<file path="config.mk">
export PLATFORM = sky130hd
export DESIGN_NAME = tdes_sequencer_flat
export DESIGN_NICKNAME = d
export VERILOG_FILES = /design/src/rtl/tdes_sequencer_if.sv /design/src/rtl/tdes_sequencer.sv /design/src/flat_wrapper.sv
export SDC_FILE = /design/constraint.sdc
export NUM_CORES = 1
export LEC_CHECK = 0
export BUFFER_PORTS_ARGS = -buffer_cell sky130_fd_sc_hd__buf_2
export CAP_MARGIN = 10
export CORE_AREA = 4 4 203 205
export CTS_CLUSTER_DIAMETER = 200
export DETAILED_ROUTE_END_ITERATION = 8
export DIE_AREA = 0 0 207 209
export PLACE_DENSITY_LB_ADDON = 0.1
export SYNTH_ARGS = -nofsm -noshare
export SYNTH_HDL_FRONTEND = slang
export SYNTH_SLANG_ARGS = --single-unit
export TNS_END_PERCENT = 100
</file>
<file path="constraint.sdc">
create_clock -name clk -period 3.4 [get_ports clk]
set_input_delay 0.51 -clock clk [delete_from_list [all_inputs] [get_ports clk]]
set_output_delay 0.51 -clock clk [all_outputs]
set_load 0.02 [all_outputs]
</file>
<file path="src/rtl/tdes_sequencer_if.sv">
// Bundle of the request/response handshakes and the DES core connection
// used by the triple-DES EDE sequencer.
interface tdes_sequencer_if;
    logic        in_valid;
    logic        in_ready;
    logic [63:0] in_data;
    logic [63:0] key1;
    logic [63:0] key2;
    logic [63:0] key3;
    logic        decrypt;

    logic        out_valid;
    logic        out_ready;
    logic [63:0] out_data;
    logic        error;

    logic        des_reset;
    logic [63:0] des_data;
    logic [63:0] des_key;
    logic        des_decrypt;
    logic        des_done;
    logic [63:0] des_result;

    modport master (
        output in_valid, in_data, key1, key2, key3, decrypt, out_ready, des_done, des_result,
        input  in_ready, out_valid, out_data, error, des_reset, des_data, des_key, des_decrypt
    );

    modport slave (
        input  in_valid, in_data, key1, key2, key3, decrypt, out_ready, des_done, des_result,
        output in_ready, out_valid, out_data, error, des_reset, des_data, des_key, des_decrypt
    );
endinterface

</file>
<file path="src/rtl/tdes_sequencer.sv">
// Triple-DES EDE/DED controller: drives a single-DES core through three
// chained passes and returns the final block, with a per-pass hang timeout.
module tdes_sequencer #(
    parameter int unsigned TIMEOUT = 255
) (
    input  logic             clk,
    input  logic             reset,
    tdes_sequencer_if.slave  bus
);
    localparam int unsigned CW = (TIMEOUT < 1) ? 1 : $clog2(TIMEOUT + 1);

    typedef enum logic [2:0] {
        S_IDLE,
        S_START,
        S_WAIT,
        S_CAPTURE,
        S_OUT
    } state_e;

    state_e        state_q, state_d;
    logic [1:0]    pass_q, pass_d;
    logic [CW-1:0] cnt_q, cnt_d;
    logic [63:0]   work_q, work_d;
    logic [63:0]   k1_q, k1_d, k2_q, k2_d, k3_q, k3_d;
    logic          mode_q, mode_d;
    logic          err_q, err_d;
    logic [64:0]   sel_d;

    logic          in_ready_q;
    logic          out_valid_q;
    logic          des_reset_q;
    logic [63:0]   des_key_q;
    logic          des_decrypt_q;

    // Key and direction for a pass: EDE uses k1,k2,k3 / DED uses k3,k2,k1.
    function automatic logic [64:0] pass_sel(input logic [1:0] p, input logic dec,
                                             input logic [63:0] k1, input logic [63:0] k2,
                                             input logic [63:0] k3);
        logic [63:0] k;
        if (p == 2'd1)
            k = k2;
        else if ((p == 2'd0) != dec)
            k = k1;
        else
            k = k3;
        return {dec ^ (p == 2'd1), k};
    endfunction

    always_comb begin
        state_d = state_q;
        pass_d  = pass_q;
        cnt_d   = cnt_q;
        work_d  = work_q;
        k1_d    = k1_q;
        k2_d    = k2_q;
        k3_d    = k3_q;
        mode_d  = mode_q;
        err_d   = err_q;

        unique case (state_q)
            S_IDLE: begin
                if (bus.in_valid && in_ready_q) begin
                    work_d  = bus.in_data;
                    k1_d    = bus.key1;
                    k2_d    = bus.key2;
                    k3_d    = bus.key3;
                    mode_d  = bus.decrypt;
                    pass_d  = 2'd0;
                    state_d = S_START;
                end
            end
            S_START: begin
                cnt_d   = '0;
                state_d = S_WAIT;
            end
            S_WAIT: begin
                cnt_d = cnt_q + CW'(1);
                if (bus.des_done) begin
                    state_d = S_CAPTURE;
                end else if (cnt_q == CW'(TIMEOUT)) begin
                    work_d  = '0;
                    err_d   = 1'b1;
                    state_d = S_OUT;
                end
            end
            S_CAPTURE: begin
                // Core output register lags done by one cycle, so take it here.
                work_d = bus.des_result;
                if (pass_q != 2'd2) begin
                    pass_d  = pass_q + 2'd1;
                    state_d = S_START;
                end else begin
                    state_d = S_OUT;
                end
            end
            S_OUT: begin
                if (bus.out_ready) begin
                    err_d   = 1'b0;
                    state_d = S_IDLE;
                end
            end
            default: state_d = S_IDLE;
        endcase

        sel_d = pass_sel(pass_d, mode_d, k1_d, k2_d, k3_d);
    end

    // All outputs are registered from next-state values so they line up with the state.
    always_ff @(posedge clk) begin
        if (reset) begin
            state_q       <= S_IDLE;
            pass_q        <= 2'd0;
            cnt_q         <= '0;
            work_q        <= '0;
            k1_q          <= '0;
            k2_q          <= '0;
            k3_q          <= '0;
            mode_q        <= 1'b0;
            err_q         <= 1'b0;
            in_ready_q    <= 1'b1;
            out_valid_q   <= 1'b0;
            des_reset_q   <= 1'b1;
            des_key_q     <= '0;
            des_decrypt_q <= 1'b0;
        end else begin
            state_q       <= state_d;
            pass_q        <= pass_d;
            cnt_q         <= cnt_d;
            work_q        <= work_d;
            k1_q          <= k1_d;
            k2_q          <= k2_d;
            k3_q          <= k3_d;
            mode_q        <= mode_d;
            err_q         <= err_d;
            in_ready_q    <= (state_d == S_IDLE);
            out_valid_q   <= (state_d == S_OUT);
            des_reset_q   <= (state_d == S_START);
            des_key_q     <= sel_d[63:0];
            des_decrypt_q <= sel_d[64];
        end
    end

    assign bus.in_ready    = in_ready_q;
    assign bus.out_valid   = out_valid_q;
    assign bus.out_data    = work_q;
    assign bus.error       = err_q;
    assign bus.des_reset   = des_reset_q;
    assign bus.des_data    = work_q;
    assign bus.des_key     = des_key_q;
    assign bus.des_decrypt = des_decrypt_q;
endmodule

</file>
<file path="src/flat_wrapper.sv">
// flat-port wrapper written by rule: the top's interface ports become plain ports
module tdes_sequencer_flat 
#(
    parameter int unsigned TIMEOUT = 255
)
  (clk, reset, bus_in_valid, bus_in_data, bus_key1, bus_key2, bus_key3, bus_decrypt, bus_out_ready, bus_des_done, bus_des_result, bus_in_ready, bus_out_valid, bus_out_data, bus_error, bus_des_reset, bus_des_data, bus_des_key, bus_des_decrypt);
  tdes_sequencer_if bus_i ();
  input  logic clk;
  input  logic reset;
  input wire logic [$bits(bus_i.in_valid)-1:0] bus_in_valid;
  input wire logic [$bits(bus_i.in_data)-1:0] bus_in_data;
  input wire logic [$bits(bus_i.key1)-1:0] bus_key1;
  input wire logic [$bits(bus_i.key2)-1:0] bus_key2;
  input wire logic [$bits(bus_i.key3)-1:0] bus_key3;
  input wire logic [$bits(bus_i.decrypt)-1:0] bus_decrypt;
  input wire logic [$bits(bus_i.out_ready)-1:0] bus_out_ready;
  input wire logic [$bits(bus_i.des_done)-1:0] bus_des_done;
  input wire logic [$bits(bus_i.des_result)-1:0] bus_des_result;
  output wire logic [$bits(bus_i.in_ready)-1:0] bus_in_ready;
  output wire logic [$bits(bus_i.out_valid)-1:0] bus_out_valid;
  output wire logic [$bits(bus_i.out_data)-1:0] bus_out_data;
  output wire logic [$bits(bus_i.error)-1:0] bus_error;
  output wire logic [$bits(bus_i.des_reset)-1:0] bus_des_reset;
  output wire logic [$bits(bus_i.des_data)-1:0] bus_des_data;
  output wire logic [$bits(bus_i.des_key)-1:0] bus_des_key;
  output wire logic [$bits(bus_i.des_decrypt)-1:0] bus_des_decrypt;
  assign bus_i.in_valid = bus_in_valid;
  assign bus_i.in_data = bus_in_data;
  assign bus_i.key1 = bus_key1;
  assign bus_i.key2 = bus_key2;
  assign bus_i.key3 = bus_key3;
  assign bus_i.decrypt = bus_decrypt;
  assign bus_i.out_ready = bus_out_ready;
  assign bus_i.des_done = bus_des_done;
  assign bus_i.des_result = bus_des_result;
  assign bus_in_ready = bus_i.in_ready;
  assign bus_out_valid = bus_i.out_valid;
  assign bus_out_data = bus_i.out_data;
  assign bus_error = bus_i.error;
  assign bus_des_reset = bus_i.des_reset;
  assign bus_des_data = bus_i.des_data;
  assign bus_des_key = bus_i.des_key;
  assign bus_des_decrypt = bus_i.des_decrypt;
  tdes_sequencer #(.TIMEOUT(TIMEOUT)) u_core (.clk(clk), .reset(reset), .bus(bus_i));
endmodule
</file>
==> results of run 1 <==
==> logic make-up after synthesis <==
group,Yosys count
DFF,339
muxes,193
adders and majority gates,3
and+or+nand+nor,497
xor gates and xnor gates,1
AOI/OAI and AO/OA,240
buffers and inverters,270
==> report_power, final <==
part	total (mW)	switching, mW	internal [mW]
clock network	4.01	1.61	2.40
registers	4.78	0.262	4.52
logic	3.24	2.02	1.22
==> per-layer routing <==
layer | GRT usage, % | part of all wire, %
met1 | 27.9 | 45
met2 | 34.0 | 47
met3 | 4.91 | 5.7
met4 | 7.09 | 2.7
met5 | 0 | 0.11
==> per-stage QoR <==
step | util, % | cells | power [mW] | hold WS [ns]
floorplan | - | 1543 | 7.16 | 0.455
global placement | 43.2 | 2414 | 8.11 | 0.445
detailed placement | 43.2 | 2414 | 8.13 | 0.450
CTS | 46.3 | 2479 | 12.2 | 0.187
global route | 46.3 | 2487 | 12.7 | 0.225
finish | 46.4 | 2489 | 12.0 | 0.231
==> worst max path at each step <==
| stage | startpoint | endpoint | cells after the start |
|---|---|---|---|
| finish | u_core.cnt_q[0] | u_core.bus.des_data[0] | 7 |
| global route | u_core.cnt_q[0] | u_core.bus.des_data[0] | 7 |
| CTS | u_core.pass_q[1] | u_core.bus.des_key[41] | 7 |
| detailed placement | bus_in_valid | u_core.bus.des_key[61] | 7 |
| global placement | bus_in_valid | u_core.bus.des_key[59] | 7 |
| floorplan | u_core.pass_q[1] | u_core.bus.des_key[57] | 9 |
==> sequential cells by signal, summed over array words and instances, names as in the netlist <==
register                flops
u_core.bus.des_data        64
u_core.bus.des_key         64
u_core.k1_q                64
u_core.k2_q                64
u_core.k3_q                64
u_core.cnt_q                8
u_core.state_q              3
u_core.pass_q               2
u_core.bus.des_decrypt      1
u_core.bus.des_reset        1
u_core.bus.error            1
u_core.bus.in_ready         1
u_core.bus.out_valid        1
u_core.mode_q               1
==> critical path, stage by stage (launching register included) <==
cell and delay, ns:
dfxtp_1 0.41, ha_1 0.19, nand3_1 0.24, o31ai_1 0.48, a21oi_4 0.18, buf_4 0.34, a2111oi_0 0.58, a211oi_1 0.09
==> cell usage in the layout, fill, tap and decap left out, types with 30 or more instances in the layout <==
cell type / synthesis / final
dfxtp_1: 339 / 337
a211o_1: 58 / 58
clkbuf_16: 0 / 39
nor2b_1: 75 / 75
a2111oi_0: 64 / 64
mux2i_1: 186 / 186
buf_2: 33 / 521
a211oi_1: 67 / 66
nor2_1: 322 / 321
inv_1: 70 / 70
nor4_1: 36 / 36
nor4_2: 30 / 30
==> area by class of cell <==
cell class / instances / area share [%]
repair buffers: 546 / 15.9
inverters: 70 / 1.44
well taps: 525 / 3.59
flip-flops and latches: 339 / 37.1
diodes: 10 / 0.137
multi-input cells: 934 / 35.2
clock buffers: 61 / 6.33
clock inverters: 4 / 0.280
==> flow_summary.json, run 1 <==
{
  "hpwlAfterDp_mm": 33.2,
  "gp_congestion": 0.823,
  "rr_endpoint": "u_core.bus.des_data[0]",
  "peakVddDrop_uv": 384,
  "hold_path.class": "in2reg",
  "multi_input_area_sq_um": 6440,
  "p_per_area_nw_per_um2": 658,
  "drc": 0,
  "vias_per_cell": 4.98,
  "io_buffers": 522,
  "synth_top_family_by_area": "simple AND/OR/NAND/NOR gates",
  "final_layout_size_suffix_gt1_share_pct": 33.3,
  "htreeDepth": 2,
  "ctsHoldBuffers": 0,
  "max-cap-violations": 0,
  "ys_types": 47,
  "cts.path.max_buffers": 3,
  "synthAdderAreaFrac_pct": 0.258,
  "final_area_sq_um": 18300,
  "min_path_cells": 3,
  "syn-instance-count": 1543,
  "hold_viol_final": 0,
  "cts_buffers": 39,
  "fmax_mhz": 366,
  "rows": 73,
  "drv_slew": 0,
  "grt_use_total_pct": 21.1,
  "rrSetupSlack_ns": 0.67,
  "synthFlopType": "dfxtp_1",
  "synth-async-reset-ratio_pct": 0,
  "area_delta_synth_final_pct": 25.9,
  "start_util_pct": 36.8,
  "grt_pass1_vias": 12400,
  "synth_top_cell_by_area": "dfxtp_1",
  "drtIter0Drc": 592,
  "die-area_sq_um": 43300,
  "routed_wl_mm": 48.3,
  "critPathLaunchType": "flip-flop",
  "setup_violations": 0,
  "synth_commonest_cells": "dfxtp_1 (339), nor2_1 (322), mux2i_1 (186)",
  "synth_edf_count": 0,
  "setup_ws_ns": 0.671,
  "p_leak_nw": 8.33,
  "status": "finished clean",
  "grt_max_degree": 221,
  "synth_nets": 1872,
  "fin_tns_setup_ns": 0,
  "coreArea_sq_um": 39500,
  "cts_setup_buffers": 0,
  "crit_type": "reg2reg",
  "hp-start": "bus_key1[60]",
  "cp.required_ns": 3.74,
  "synthesis.area_sq_um": 14500,
  "ant_nets": 0,
  "end_kind": "flip-flop",
  "hold_end": "u_core.k1_q[60]",
  "period_share_pct": 80.3,
  "syn_avg_cell_area_sq_um": 9.42,
  "finalClockSkew_ns": 0.0163,
  "cp_data_arrival_time_ns": 3.07,
  "synth_most_common_cell": "dfxtp_1",
  "clkTransAtPathRegs_ns": 0.06,
  "muxShareOfSynthArea_pct": 13.4,
  "die_w_microns": 207,
  "die_y_microns": 209,
  "worstRegToRegCells": 7,
  "yosys.area_share.xor_xnor_pct": 0.0603,
  "layout_min_cycle_time_ns": 2.73,
  "post-place-ws_ns": 0.635,
  "layout.nets": 2259,
  "antenna_found_initial": 15,
  "synth-simple-area-share_pct": 17.1,
  "synthTopCellsByArea": "dfxtp_1 (47%), mux2i_1 (13%), nor2_1 (8.3%), a2111oi_0 (3.9%), buf_4 (3.6%)",
  "max_slew_margin_pct": 6.11,
  "grt_overflow": 0,
  "cts-root-buf": "clkbuf_16",
  "yosys_warnings": 0,
  "routed-via-count": 12400,
  "synth_top_area_share_pct": 46.7,
  "cts_tree": "done",
  "rsz0062_at_grt": "false",
  "dr.pass1.iters": 4,
  "grt_first_pass_wirelength_mm": 73.5,
  "tightest_slew_ns": 1.41,
  "ys_ff_latch": 339,
  "wl_per_cell_microns": 19.4,
  "synth_compound_area_share_pct": 13.2,
  "place_area_sq_um": 17100,
  "cts_resized": 0,
  "pin_count": 523,
  "crit_fanout": 55,
  "ys_seq_area_share_pct": 46.7,
  "insertion_delay_ns": 0.54,
  "timing.rr.start": "u_core.cnt_q[0]",
  "cts.sinks": 339,
  "seq_area_sq_um": 6790,
  "num-fill-cells": 3902
}
Power figures use the tool's default switching activity.
==> run 2: changes to the inputs <==
--- a/config.mk
+++ b/config.mk
@@ -5,12 +5,13 @@
 export SDC_FILE = /design/constraint.sdc
 export NUM_CORES = 1
 export LEC_CHECK = 0
+export ABC_AREA = 1
 export BUFFER_PORTS_ARGS = -buffer_cell sky130_fd_sc_hd__buf_2
 export CAP_MARGIN = 10
-export CORE_AREA = 4 4 203 205
+export CORE_AREA = 4 4 200 202
 export CTS_CLUSTER_DIAMETER = 200
 export DETAILED_ROUTE_END_ITERATION = 8
-export DIE_AREA = 0 0 207 209
+export DIE_AREA = 0 0 204 206
 export PLACE_DENSITY_LB_ADDON = 0.1
 export SYNTH_ARGS = -nofsm -noshare
 export SYNTH_HDL_FRONTEND = slang
==> constraint.sdc (replaced) <==
create_clock -name clk -period 2.8 [get_ports clk]
set_input_delay 0.42 -clock clk [delete_from_list [all_inputs] [get_ports clk]]
set_output_delay 0.42 -clock clk [all_outputs]
set_load 0.02 [all_outputs]
==> run 2 against run 1 <==
Compared with the run above: global-route usage increased by 3.5 points; routed wire length rose by 12%; sequential cell count did not move; synthesized cell count increased by 48%; combinational power rose by 120%; clock power up 23%; register-to-register slack worse by 0.22 ns; worst setup slack lost 0.22 ns; non-clock buffer count is 2 higher; highest routed layer is now met4.
==> flow_summary.json, run 2 <==
{
  "grt_overflow": 0,
  "peakVddDrop_uv": 432,
  "p_per_area_nw_per_um2": 926,
  "ys_seq_area_share_pct": 41.9,
  "ys_types": 28,
  "crit_type": "reg2reg",
  "die-area_sq_um": 42000,
  "status": "finished clean",
  "setup_violations": 0,
  "final_layout_size_suffix_gt1_share_pct": 30.2,
  "wl_per_cell_microns": 16.9,
  "die_y_microns": 206,
  "use_met3_pct": 5.26,
  "critPathLaunchType": "flip-flop",
  "mostFrequentLayoutCells": "buf_2 (521), dfxtp_1 (338), inv_1 (334), nor2_1 (334), nand2_1 (229)",
  "cts_setup_buffers": 0,
  "slowest_delay_ns": 0.79,
  "synthFlopType": "dfxtp_1",
  "cts.sinks": 339,
  "hpwlAfterDp_mm": 37.5,
  "rows": 72,
  "post-route-util_pct": 52.1,
  "vias_per_cell": 4.81,
  "grt_max_degree": 120,
  "finalClockSkew_ns": 0.0234,
  "grt_first_pass_wirelength_mm": 82.0,
  "post-place-ws_ns": 0.441,
  "start_util_pct": 42.3,
  "drtIter0Drc": 721,
  "synth_nets": 2609,
  "grt_use_total_pct": 24.5,
  "crit_fanout": 65,
  "antenna_found_initial": 6,
  "cp.required_ns": 3.26,
  "routed_wl_mm": 54.1,
  "tightest_slew_ns": 1.12,
  "synth_edf_count": 0,
  "final_common_cell": "buf_2",
  "cp_data_arrival_time_ns": 2.81,
  "coreArea_sq_um": 38300,
  "crit_slowest_cell": "inv_2",
  "insertion_delay_ns": 0.55,
  "period_share_pct": 83.8,
  "routed-via-count": 15400,
  "max-cap-violations": 0,
  "drc": 0,
  "hold_viol_final": 0,
  "gr-usage-met1_pct": 31.3,
  "layout_min_cycle_time_ns": 2.35,
  "dr.pass1.iters": 5,
  "syn_avg_cell_area_sq_um": 7.11,
  "ys_ff_latch": 339,
  "synth_top_cell_by_area": "dfxtp_1",
  "end_kind": "flip-flop",
  "rsz0062_at_grt": "false",
  "layout.nets": 2982,
  "cts_tree": "done",
  "syn-instance-count": 2280,
  "p_leak_nw": 10.3,
  "hold_path.class": "in2reg",
  "synth_top_area_share_pct": 41.9,
  "grt_pass1_vias": 14700,
  "yosys_warnings": 0,
  "use_met2_pct": 42.7,
  "synthTopCellsByArea": "dfxtp_1 (42%), o21a_1 (8.9%), inv_1 (7.8%), nor2_1 (7.7%), or2_2 (7.3%)",
  "fmax_mhz": 426,
  "synth-async-reset-ratio_pct": 0,
  "cts-root-buf": "clkbuf_16",
  "io_buffers": 522,
  "cts_resized": 0,
  "pin_count": 523,
  "max_slew_margin_pct": 25.3,
  "ant_nets": 0,
  "gp_congestion": 0.922,
  "die_w_microns": 204,
  "clkTransAtPathRegs_ns": 0.06,
  "fin_tns_setup_ns": 0,
  "cts_buffers": 39,
  "cts.path.max_buffers": 3,
  "cp_cell_sequence": "inv_1, buf_4, nand2_1, nand3_1, a21oi_4, inv_2, nor2_1, nor2_1",
  "setup_ws_ns": 0.453,
  "synth_most_common_cell": "dfxtp_1",
  "busiest_layer": "met2",
  "synthesis.area_sq_um": 16200,
  "htreeDepth": 2,
  "drv_slew": 0,
  "path_common_cell": "nor2_1",
  "synth_commonest_cells": "dfxtp_1 (339), inv_1 (336), nor2_1 (334)",
  "area_delta_synth_final_pct": 23.1,
  "ctsHoldBuffers": 0
}
-- run 2: cell count changes in the layout (fill, tap and decap cells not counted), moves of 63 or more --
cell and change:
a2111oi_0 -64, or2_2 +186, nor2b_1 -75, a211oi_1 -63, o21a_1 +190, nand2_1 +221, mux2i_1 -186, o21ai_0 +157
inv_1 +264, nand3_1 +201
-- run 2: cells by family (layout without fill, tap and decap cells) --
| family | count (synthesis) | in the layout | synth area share [%] |
|---|---|---|---|
| compound gates | 409 | 409 | 15.8 |
| fa+ha+maj | 3 | 3 | 0.232 |
| buf+inv | 558 | 959 | 14.8 |
| flops | 339 | 339 | 41.9 |
| other cells | 0 | 6 | 0 |
| simple gates | 971 | 971 | 27.3 |
-- run 2: final timing paths --
| kind | from | to | slack (ns) | cells after the start |
|---|---|---|---|---|
| worst min register to register | u_core.cnt_q[6] | u_core.cnt_q[6] | 0.51 | 2 |
| worst max-delay path | u_core.state_q[1] | u_core.bus.des_data[43] | 0.45 | 8 |
| worst min-delay path | reset | u_core.k3_q[11] | 0.20 | 2 |
| worst max register to register | u_core.state_q[1] | u_core.bus.des_data[43] | 0.45 | 8 |
-- run 2: worst max-delay path: cells and delay by family, from the launching register on --
| family | cells | cell delay (ns) |
|---|---|---|
| compound gates | 1 | 0.04 |
| buf+inv | 3 | 1.35 |
| flops | 1 | 0.33 |
| simple gates | 4 | 0.49 |
-- run 2: area by class of cell --
class / instances / area, sq um
timing repair buffer: 548 / 2930
inverter: 342 / 1290
fill: 3891 / 18300
clock buffer: 61 / 1120
antenna: 6 / 15.0
tap: 518 / 648
multi-input combinational: 1383 / 7060
clock inverter: 8 / 93.8
sequential: 339 / 6790
-- run 2: power breakdown --
part           switching (mW)  internal, mW
Combinational            4.50          2.59
Sequential              0.496          5.95
Clock                    2.01          2.92
Total                    7.01          11.5
-- run 2: metal layers --
metal | vias to the layer above | routed length (microns)
met5 | - | 0
met2 | 472 | 26300
met1 | 7108 | 23100
li1 | 7770 | -
met4 | 0 | 1250
met3 | 67 | 3480
-- run 2: metrics by stage --
| step | power [mW] | std cells | hold WS (ns) | instance area, sq um |
|---|---|---|---|---|
| after floorplan | 11.6 | 2280 | 0.436 | 16200 |
| after global placement | 13.6 | 3130 | 0.455 | 18700 |
| after detailed placement | 13.7 | 3130 | 0.496 | 18700 |
| after CTS | 18.7 | 3199 | 0.172 | 19900 |
| after global routing | 19.7 | 3200 | 0.188 | 19900 |
| final | 18.5 | 3205 | 0.195 | 19900 |
